--- src/rtl/systolic_ctrl.sv ---
// systolic_ctrl: weight-stationary array sequencer (weight preload, switch, skewed input streaming, drain); optional perf counter under SYSTOLIC_CTRL_PERF_EN
module systolic_ctrl #(
    parameter int N      = 2,
    parameter int VEC_AW = 8
) (
    input  logic                 clk,
    input  logic                 rst,
    input  logic                 start,
    input  logic [VEC_AW-1:0]    num_vec,
    output logic                 busy,
    output logic                 done,
    output logic                 w_rd_en,
    output logic [$clog2(N)-1:0] w_rd_addr,
    output logic                 x_rd_en,
    output logic [VEC_AW-1:0]    x_rd_addr,
    output logic [N-1:0]         accept_w,
    output logic [N-1:0]         sw,
    output logic [N-1:0]         valid
`ifdef SYSTOLIC_CTRL_PERF_EN
    ,
    output logic [31:0]          perf_cycles
`endif
);
    localparam int WAW = $clog2(N);
    localparam int DW  = $clog2(2 * N) + 1;

    typedef enum logic [2:0] {IDLE, LOAD_W, SETTLE, STREAM, DRAIN, FIN} state_t;

    state_t            state, state_n;
    logic [WAW-1:0]    w_cnt, w_cnt_n;
    logic [VEC_AW-1:0] x_cnt, x_cnt_n, nv, nv_n;
    logic [DW-1:0]     d_cnt, d_cnt_n;
    logic              x_last, busy_n, done_n, w_en_n, x_en_n, first_n, first;

    assign x_last    = x_cnt == nv - 1'b1;
    assign w_rd_addr = w_cnt;
    assign x_rd_addr = x_cnt;

    // state, phase counters and captured vector count
    always_ff @(posedge clk or posedge rst)
        if (rst) begin
            state <= IDLE;
            w_cnt <= '0;
            x_cnt <= '0;
            d_cnt <= '0;
            nv    <= '0;
        end else begin
            state <= state_n;
            w_cnt <= w_cnt_n;
            x_cnt <= x_cnt_n;
            d_cnt <= d_cnt_n;
            nv    <= nv_n;
        end

    // phase sequencing; weight rows are read top index first so they shift down into place
    always_comb begin
        state_n = state;
        w_cnt_n = w_cnt;
        x_cnt_n = x_cnt;
        d_cnt_n = d_cnt;
        nv_n    = nv;
        case (state)
            IDLE: if (start) begin
                nv_n    = num_vec;
                state_n = (num_vec != '0) ? LOAD_W : FIN;
                w_cnt_n = (num_vec != '0) ? WAW'(N - 1) : '0;
            end
            LOAD_W: begin
                state_n = (w_cnt == '0) ? SETTLE : LOAD_W;
                w_cnt_n = (w_cnt == '0) ? '0 : w_cnt - 1'b1;
            end
            SETTLE: begin
                state_n = STREAM;
                x_cnt_n = '0;
            end
            STREAM: begin
                state_n = x_last ? DRAIN : STREAM;
                x_cnt_n = x_last ? '0 : x_cnt + 1'b1;
                d_cnt_n = '0;
            end
            DRAIN: begin
                state_n = (d_cnt == DW'(2 * N - 1)) ? FIN : DRAIN;
                d_cnt_n = d_cnt + 1'b1;
            end
            FIN: state_n = IDLE;
            default: state_n = IDLE;
        endcase
    end

    // next values of the registered strobes, decoded from the upcoming state
    always_comb begin
        busy_n  = state_n inside {LOAD_W, SETTLE, STREAM, DRAIN};
        done_n  = state_n == FIN;
        w_en_n  = state_n == LOAD_W;
        x_en_n  = state_n == STREAM;
        first_n = x_en_n && state != STREAM;
    end

    // registered outputs plus the per-row skew shift registers
    always_ff @(posedge clk or posedge rst)
        if (rst) begin
            busy     <= 1'b0;
            done     <= 1'b0;
            w_rd_en  <= 1'b0;
            x_rd_en  <= 1'b0;
            first    <= 1'b0;
            accept_w <= '0;
            sw       <= '0;
            valid    <= '0;
        end else begin
            busy     <= busy_n;
            done     <= done_n;
            w_rd_en  <= w_en_n;
            x_rd_en  <= x_en_n;
            first    <= first_n;
            accept_w <= {N{w_rd_en}};
            valid    <= N'({valid, x_rd_en});
            sw       <= N'({sw, first});
        end

`ifdef SYSTOLIC_CTRL_PERF_EN
    logic [31:0] run, run_n;

    assign run_n = (state == IDLE) ? 32'd1 : (&run ? run : run + 32'd1);

    // saturating job-length counter, published as the job enters its final cycle
    always_ff @(posedge clk or posedge rst)
        if (rst) begin
            run         <= '0;
            perf_cycles <= '0;
        end else begin
            run <= run_n;
            if (state_n == FIN) perf_cycles <= run_n;
        end
`endif
endmodule

--- config.mk ---
export PLATFORM = sky130hd
export DESIGN_NAME = systolic_ctrl
export DESIGN_NICKNAME = d
export VERILOG_FILES = /design/src/rtl/systolic_ctrl.sv
export SDC_FILE = /design/constraint.sdc
export NUM_CORES = 1
export LEC_CHECK = 0
export CORE_MARGIN = 2
export CORE_UTILIZATION = 46
export DETAILED_ROUTE_END_ITERATION = 8
export MAX_ROUTING_LAYER = met4
export PLACE_DENSITY = 0.8
export SLEW_MARGIN = 5
export SYNTH_ARGS = -nofsm -noshare
export SYNTH_HDL_FRONTEND = slang
export SYNTH_SLANG_ARGS = --single-unit
export TNS_END_PERCENT = 100
--- constraint.sdc ---
create_clock -name clk -period 4.3 [get_ports clk]
set_input_delay 0.86 -clock clk [delete_from_list [all_inputs] [get_ports clk]]
set_output_delay 0.86 -clock clk [all_outputs]
set_load 0.03 [all_outputs]
==> run metrics <==
status=complete, no violations; wire per inst=14.9 um; ratio of cells with drive above 1 in the final layout=0.0597; Worst path max stage delay=0.73 ns; clk sink count=33; number of global-route vias before repair=1417; min Tclk post-route=2.46 ns; num ports=30; cts repair resizes=0; actual slew at the worst max-slew pin=0.576 ns; die width=63.7 um; Syn Inst Count=169; initial antenna violation count=0; Routed WL=3680 um; Synth top area share=0.503; DR vias/cell=5.68; GRT Overall Usage=0.205; #FFs+latches synth=33; crit end category=output pin; worst slack, placed=1.77 ns; Area Growth Syn to Fin=24.3%; Worst VDD drop=0.266 mV; crit path DAT=1.60 ns; period utilisation layout=0.571; Ant. Diodes=0; Fin Setup TNS=0 ns; max_cap viols=0; Synth warnings=0; Initial Util=0.484; Slowest-stage cell, CP=clkdlybuf4s50_1; Post-DP HPWL=2700 um; fin. max-slew vios=0; latest clock arrival within the worst-skew pair=0.34 ns; dpl cells=239; final worst setup slack=1.84 ns; FF-to-FF setup slack=1.99 ns; synthesized cell area=1640 sq um; worst min path class=reg -> reg; # rows=21; final setup vio count=0; PD cells=646 nW/um^2; syn nets=184; clk buf depth=2; Max Freq=407 MHz; post-cts hold buffer count=0; fill cell total of the finished layout=292; worst clock skew=0.0159 ns; Pleak=0.852 nW; worst path cell trace=clkdlybuf4s50_1; clock-pin slew on the worst setup and hold paths=0.11 ns; synth top area cells=dfrtp_1 50%, nor2_1 4.1%, mux2_1 3.4%; crit path buf inv count=1; area leader, netlist=dfrtp_1; I/O Buffers=29; Nets=215; Final Hold Violating Endpoints=0; chip height=63.7 um; fin util=0.602; DR vias=1404; sequential element share of the synthesized area=0.503; first-pass GRT wire length=6220 um; H-tree Lvls=2; CP max FO=9; final antenna-violating net count=0; startpoint types=flop; DRT Pass-1 Iters=4; pin count of the biggest net entering global routing=34; Synth cell types=37; clock buffers created by TritonCTS=5; Root Driver=clkbuf_4; Post-CTS Setup Inserts=0; filler-free cell count of the finished design=247; CTS tree=done; family with the most delay on the worst path=buffers and inverters; Slew HR=0.615; Syn Area/Cell=9.71 sq um; DRC=0; RSZ-0062 raised after global routing=false; critical path class=reg -> out; DR iter-0 viols=93; core footprint=3390 sq um; Die Area=4060 sq um; grt total ovfl=0; CP required=3.44 ns; GP Congestion=0.872
==> layout by cell type (no fill, tap or decap), types with 3 or more instances in the layout <==
master            n
o22ai_1           4
a21oi_1           9
nor2_1           18
nand3_1           4
xnor2_1           5
a31oi_1           3
nand2_1          14
ha_1              4
a211oi_1          3
nand2b_1          6
o21ai_1           8
mux2_1            5
nor3_1            3
xor2_1            4
clkbuf_4          5
dfrtp_1          33
inv_1            11
nor4_1            4
clkdlybuf4s50_1  29
==> flip-flops by register name (all words and copies together) (netlist names) <==
| signal | count |
|---|---|
| done | 1 |
| x_rd_addr | 8 |
| w_rd_addr | 1 |
| sw | 2 |
| valid | 2 |
| state | 3 |
| nv | 8 |
| x_rd_en | 1 |
| w_rd_en | 1 |
| first | 1 |
| d_cnt | 3 |
| accept_w | 1 |
| busy | 1 |
==> where the power goes <==
| group | switching (W) | internal (W) | leakage, nW |
|---|---|---|---|
| Sequential | 0.000113 | 0.000404 | 0.408 |
| Combinational | 0.000347 | 0.000253 | 0.403 |
| Clock | 0.000107 | 0.0000947 | 0.0413 |
==> cell usage after synthesis <==
cell      instances
a211oi_1          3
a211oi_2          1
a21oi_1           9
a31oi_1           3
a32o_1            1
a32oi_1           1
and3_1            2
buf_4             2
clkbuf_1          5
dfrtp_1          33
ha_1              4
inv_1            11
mux2_1            5
mux2i_1           1
nand2_1          14
nand2b_1          6
nand3_1           4
nand4_1           1
nor2_1           18
nor3_1            3
nor3b_1           1
nor4_1            4
nor4bb_1          1
o21a_1            2
o21ai_0           1
o21ai_1           8
o21bai_1          1
o22ai_1           4
o311ai_1          2
o31ai_1           1
or2_1             2
or2_2             1
or3_1             2
or4_1             2
or4b_1            1
xnor2_1           5
xor2_1            4
==> metal layers <==
metal | vias to the layer above | part of all wire | track usage | routed length, um
met5 | - | 0 | - | 0
met4 | 0 | 0.030 | 0.117 | 110
met3 | 15 | 0.060 | 0.0475 | 220
met2 | 58 | 0.52 | 0.350 | 1900
met1 | 673 | 0.39 | 0.218 | 1460
li1 | 658 | - | - | -
==> cell families (layout without fill, tap and decap cells) <==
kind of cell,count (synthesis),count (layout),share of synthesized area
buf+inv,18,50,0.0457
compound gates,37,37,0.143
xor+xnor,9,9,0.0480
mux,6,6,0.0404
fa+ha+maj,4,4,0.0305
simple gates,62,62,0.189
flops,33,33,0.503
==> area by class of cell <==
cell class	instances	area (sq um)	area share
Clock inverter	1	5.00	0.00245
Sequential cell	33	826	0.405
Tap cell	46	57.6	0.0282
Clock buffer	7	65.1	0.0319
Timing Repair Buffer	31	305	0.150
Multi-Input combinational cell	118	741	0.363
Inverter	11	41.3	0.0202
==> path summary, 6_finish.rpt <==
check | start | cells after the start | endpoint
hold / removal | first | 0 | sw[0]
hold reg to reg | first | 0 | sw[0]
min in group asynchronous | rst | 3 | x_rd_addr[6]
max in group asynchronous | rst | 3 | nv[5]
setup / recovery | x_rd_addr[5] | 1 | x_rd_addr[5]
setup reg to reg | nv[3] | 7 | x_rd_addr[4]
==> metrics by stage <==
step / cell area (sq um) / power, W / hold WS (ns)
after global placement: 1970 / 0.00108 / 0.334
final: 2040 / 0.00132 / 0.361
after detailed placement: 1970 / 0.00112 / 0.344
after floorplan: 1640 / 0.000923 / 0.331
after global routing: 2040 / 0.00141 / 0.391
after CTS: 2040 / 0.00132 / 0.366
Note: power is estimated with default switching activity, not from simulation.
